<file path="src/rtl/ifu_align_buffer.sv">
// Instruction-fetch realignment buffer.
// Fetch words are split into 16-bit halfwords and kept in a circular queue;
// the head of the queue is decoded as either a 16-bit compressed or a 32-bit
// instruction and offered to the decode unit one instruction per handshake.
module ifu_align_buffer #(
  parameter int          FETCH_BYTES = 4,
  parameter int          DEPTH       = 4,
  parameter bit          ENABLE_C    = 1'b1,
  parameter logic [31:0] RESET_ADDR  = 32'h0000_0000
) (
  input  logic                     i_clk,
  input  logic                     i_rst_n,
  input  logic                     i_flush,
  input  logic [31:0]              i_flush_addr,
  input  logic                     i_fetch_valid,
  output logic                     o_fetch_ready,
  input  logic [31:0]              i_fetch_addr,
  input  logic [8*FETCH_BYTES-1:0] i_fetch_data,
  output logic                     o_instr_valid,
  input  logic                     i_instr_ready,
  output logic [31:0]              o_instr_addr,
  output logic [31:0]              o_instr_addr_next,
  output logic [31:0]              o_instr_data,
  output logic                     o_instr_compressed,
  output logic                     o_instr_illegal
);

  // Buffer geometry in halfword slots.
  localparam int HW   = DEPTH * FETCH_BYTES / 2;
  localparam int HPF  = FETCH_BYTES / 2;
  localparam int PW   = $clog2(HW);
  localparam int CW   = $clog2(HW + 1);
  localparam int OFFW = $clog2(FETCH_BYTES);

  logic [15:0]     r_mem [HW];
  logic [PW-1:0]   r_rd_ptr;
  logic [PW-1:0]   r_wr_ptr;
  logic [CW-1:0]   r_count;
  logic [31:0]     r_head_addr;
  logic [31:0]     r_exp_addr;

  logic [15:0]     w_h0;
  logic [15:0]     w_h1;
  logic            w_is16;
  logic [CW-1:0]   w_free;
  logic [31:0]     w_fetch_base;
  logic [OFFW-1:0] w_exp_off;
  logic [OFFW-2:0] w_skip;
  logic            w_push;
  logic [CW-1:0]   w_push_cnt;
  logic            w_pop;
  logic [CW-1:0]   w_pop_cnt;

  // Head decode, handshake qualification and push/pop sizing.
  always_comb begin
    w_h0         = r_mem[r_rd_ptr];
    w_h1         = r_mem[r_rd_ptr + PW'(1)];
    w_is16       = ENABLE_C && (w_h0[1:0] != 2'b11);
    w_free       = CW'(HW) - r_count;
    o_fetch_ready = !i_flush && (w_free >= CW'(HPF));
    o_instr_valid = !i_flush && (w_is16 ? (r_count >= CW'(1)) : (r_count >= CW'(2)));

    w_fetch_base = {r_exp_addr[31:OFFW], {OFFW{1'b0}}};
    w_exp_off    = r_exp_addr[OFFW-1:0];
    w_skip       = w_exp_off[OFFW-1:1];
    // Only a word at the expected aligned address is kept; anything else is stale.
    w_push       = i_fetch_valid && o_fetch_ready && (i_fetch_addr == w_fetch_base);
    w_push_cnt   = w_push ? (CW'(HPF) - CW'(w_skip)) : '0;

    w_pop        = o_instr_valid && i_instr_ready;
    w_pop_cnt    = !w_pop ? '0 : (w_is16 ? CW'(1) : CW'(2));

    o_instr_data       = w_is16 ? {16'h0000, w_h0} : {w_h1, w_h0};
    o_instr_compressed = w_is16;
    o_instr_illegal    = !ENABLE_C && (w_h0[1:0] != 2'b11);
    o_instr_addr       = r_head_addr;
    o_instr_addr_next  = r_head_addr + (w_is16 ? 32'd2 : 32'd4);
  end

  // Halfword storage: write the accepted halfwords at and above the expected address.
  always_ff @(posedge i_clk or negedge i_rst_n) begin
    if (!i_rst_n) begin
      for (int k = 0; k < HW; k++) begin
        r_mem[k] <= 16'h0000;
      end
    end else if (w_push) begin
      for (int j = 0; j < HPF; j++) begin
        if ((OFFW-1)'(j) >= w_skip) begin
          r_mem[r_wr_ptr + PW'(j) - PW'(w_skip)] <= i_fetch_data[16*j +: 16];
        end
      end
    end
  end

  // Queue pointers, occupancy and address tracking; flush overrides push and pop.
  always_ff @(posedge i_clk or negedge i_rst_n) begin
    if (!i_rst_n) begin
      r_rd_ptr    <= '0;
      r_wr_ptr    <= '0;
      r_count     <= '0;
      r_head_addr <= RESET_ADDR;
      r_exp_addr  <= RESET_ADDR;
    end else if (i_flush) begin
      r_rd_ptr    <= '0;
      r_wr_ptr    <= '0;
      r_count     <= '0;
      r_head_addr <= i_flush_addr;
      r_exp_addr  <= i_flush_addr;
    end else begin
      if (w_push) begin
        r_wr_ptr   <= r_wr_ptr + PW'(w_push_cnt);
        r_exp_addr <= i_fetch_addr + 32'(FETCH_BYTES);
      end
      if (w_pop) begin
        r_rd_ptr    <= r_rd_ptr + PW'(w_pop_cnt);
        r_head_addr <= o_instr_addr_next;
      end
      r_count <= r_count + w_push_cnt - w_pop_cnt;
    end
  end

endmodule
</file>
<file path="config.mk">
export PLATFORM = sky130hd
export DESIGN_NAME = ifu_align_buffer
export DESIGN_NICKNAME = d
export VERILOG_FILES = /design/src/rtl/ifu_align_buffer.sv
export SDC_FILE = /design/constraint.sdc
export NUM_CORES = 1
export LEC_CHECK = 0
export ABC_AREA = 0
export BUFFER_PORTS_ARGS = -buffer_cell sky130_fd_sc_hd__buf_2
export CAP_MARGIN = 20
export CORE_ASPECT_RATIO = 0.8
export CORE_MARGIN = 2
export CORE_UTILIZATION = 55
export DETAILED_ROUTE_END_ITERATION = 10
export GPL_ROUTABILITY_DRIVEN = 0
export GPL_TIMING_DRIVEN = 0
export PLACE_DENSITY = 0.82
export SLEW_MARGIN = 40
export SYNTH_ARGS = -nofsm -noshare
export SYNTH_HDL_FRONTEND = slang
export SYNTH_SLANG_ARGS = --single-unit
</file>
<file path="constraint.sdc">
create_clock -name i_clk -period 12.35 [get_ports i_clk]
set_input_delay 1.8525 -clock i_clk [delete_from_list [all_inputs] [get_ports i_clk]]
set_output_delay 1.8525 -clock i_clk [all_outputs]
set_load 0.005 [all_outputs]
</file>
==> metrics <==
area delta synth->final 16.57%; share of cells above drive strength 1 43.75%; worst-path cell chain buf_6, mux4_2, mux2_2, nand2_1, clkbuf_2, ha_1, inv_1, fa_1, nand4b_1, or3_1, nor3_2, nand3_1, xnor2_1, buf_2; die width 179.9 um; clock skew 18.46 ps; Final Util 65.28%; Die Y 144.7 um; largest net degree at the start of global routing 72; CTS Hold Bufs 0; simple-gate share of the synthesized area 9.906%; I/O Pins 201; Yosys top cell area share 36.94%; Slew headroom 41.96%; H-tree Lvls 1; Data required, critical path 10500 ps; Hold Violations, Final 0; vias after detailed routing 11250; post-DP HPWL 29750 um; Net count, final 1534; # rows 51; library cells used by synthesis 53; Synth Net Count 1310; GR peak layer met2; routed wire length 41900 um; grt total ovfl 0; crit-path max FO 12; Synth Area in Compound Gates 6.433%; slowest stage delay, CP 500 ps; cells after synthesis 1185; PwrDens 112.5 nW/um^2; Adder-Cell Fraction of Synth Area 2.481%; R2R Setup Slk 7530 ps; Yosys top cell by area dfrtp_1; IO buf count 197; DR iter-0 viols 1237; # resized after CTS 0; sequential element share of the synthesized area 36.94%; Setup CP Type reg2out; Post-Syn Area 13620 sq um; Avg WL per Cell 24.03 um; met1 usage 46.68%; setup TNS 0 ps; Area contributors post-synth dfrtp_1, mux2_2, mux4_2, xnor2_1, xor2_1; Crit-path slowest cell mux4_2; slew of the pin with the lowest slew margin 870.6 ps; total chip power 1785 uW; Synth Flop Type dfrtp_1; CP endpoint kind primary output; cell family with most CP delay simple AND/OR/NAND/NOR gates; clk sink count 201; HP Start r_exp_addr[4]; min setup slack post-route 5484 ps; Synth Area in XOR/XNOR 7.719%; via-per-instance ratio 6.451; max frequency 145.6 MHz; Buf/Inv on CP 4; worst reg-to-reg path cell count 14; Hold Crit Endpoint r_exp_addr[4]; largest family of logic cells by synthesized area multiplexers; reg-to-reg startpoint r_rd_ptr[0]; Post-synth EDFFs 0; fillers 1825; CTS Root Buffer Type clkbuf_16; crit path DAT 5010 ps; vias in the first global route 10960; Final ANT Viol Nets 0; clock latency on the worst-skew pair 520 ps; met2 usage 47.77%; Max Cap Violations 0; Syn. warnings 0; synthesized area per cell 11.49 sq um; Synth Register Bits 201; status complete, no violations; area of the core 24310 sq um; Synth top cells by count mux2_2, dfrtp_1, nand2_1; Clock transition at path regs 60 ps; crit share post-route 55.59%; total CTS buffers 23; most common cell in the netlist mux2_2; CTS tree done; Post-route DRC 0; area of the die 26040 sq um; Final Setup Violations 0; RSZ-0062 raised after global routing no; worst-case vdd ir drop 0.0001042 V; WHS 496.2 ps; Tot GR Track Use 31.79%; Post-CTS Setup Bufs 0; Setup WS pre-CTS 5723 ps; HP Class reg2reg; first-pass GRT wire length 63620 um; r2r endpoint o_instr_addr[29]; Final min period 6866 ps; initial antenna violation count 3; fraction of synthesized area in multiplexers 33.40%; type of origin of the critical path flip-flop; drt pass-1 iters 6; leakage power 0.006988 uW; hold path cells 1; final-report max-slew violation count 0; Initial Utilization 56.00%; GRT met3 Usage 6.456%; asr flop ratio synth 100.0%; Clock Tree Buf Depth 3
-- stage by stage --
step / cells / instance area, sq um
after floorplan: 1185 / 13620
after global placement: 1700 / 15000
after detailed placement: 1702 / 15070
after CTS: 1742 / 15840
after global routing: 1743 / 15870
final: 1744 / 15870
-- logic make-up after synthesis --
| group | after synthesis |
|---|---|
| AOI/OAI and AO/OA | 141 |
| xor gates and xnor gates | 120 |
| adders and majority gates | 24 |
| buffers and inverters | 94 |
| DFF | 201 |
| muxes | 340 |
| other | 1 |
| and+or+nand+nor | 264 |
-- worst max path at each step --
| stage | startpoint | end | slack, ps | depth (start not counted) |
|---|---|---|---|---|
| 2_1_floorplan | r_rd_ptr[0] | o_instr_addr_next[29] | 6730 | 13 |
| 5_1_grt | r_rd_ptr[0] | o_instr_addr_next[29] | 5150 | 14 |
| 6_report | r_rd_ptr[0] | o_instr_addr_next[29] | 5480 | 14 |
| 3_3_place_gp | r_rd_ptr[0] | o_instr_addr_next[31] | 5760 | 14 |
| 3_5_place_dp | r_rd_ptr[0] | o_instr_addr_next[29] | 5720 | 14 |
| 4_1_cts | r_rd_ptr[0] | o_instr_addr_next[29] | 5160 | 14 |
-- cells in the final DEF (no fill, tap or decap), drive strengths merged, types with 46 or more instances in the layout --
cell type,n
nand2,89
dfrtp,201
buf,227
mux4,64
xnor2,62
clkbuf,73
xor2,58
o21ai,58
mux2,275
nor2,46
-- where the power goes --
group / internal [uW] / switching [uW] / leakage (uW)
logic: 151 / 209 / 0.00392
registers: 683 / 30.4 / 0.00268
clock network: 428 / 284 / 0.000383
total: 1260 / 523 / 0.00699
-- routing by layer --
layer,vias up,wire length (um),share of wire [%]
met1,5630,17620,42
met2,687,18610,44
li1,4820,-,-
met4,2,1238,3.0
met5,-,14,0.033
met3,112,4415,11
-- layout make-up --
cell class | instances | area (sq um) | share of cell area (%)
Clock buffer | 31 | 645.6 | 4.068
Buffer | 70 | 340.3 | 2.144
Inverter | 24 | 90.09 | 0.5676
Tap cell | 318 | 397.9 | 2.507
Timing Repair Buffer | 199 | 1051 | 6.622
Clock inverter | 9 | 123.9 | 0.7804
Sequential cell | 201 | 5030 | 31.69
Multi-Input combinational cell | 890 | 8188 | 51.59
Antenna cell | 2 | 5.005 | 0.03153
-- state kept, by name, indices dropped and copies added, names as in the netlist --
name          cells
r_count           4
o_instr_addr     32
r_rd_ptr          3
r_mem           128
r_wr_ptr          3
r_exp_addr       31
Power figures use the tool's default switching activity.
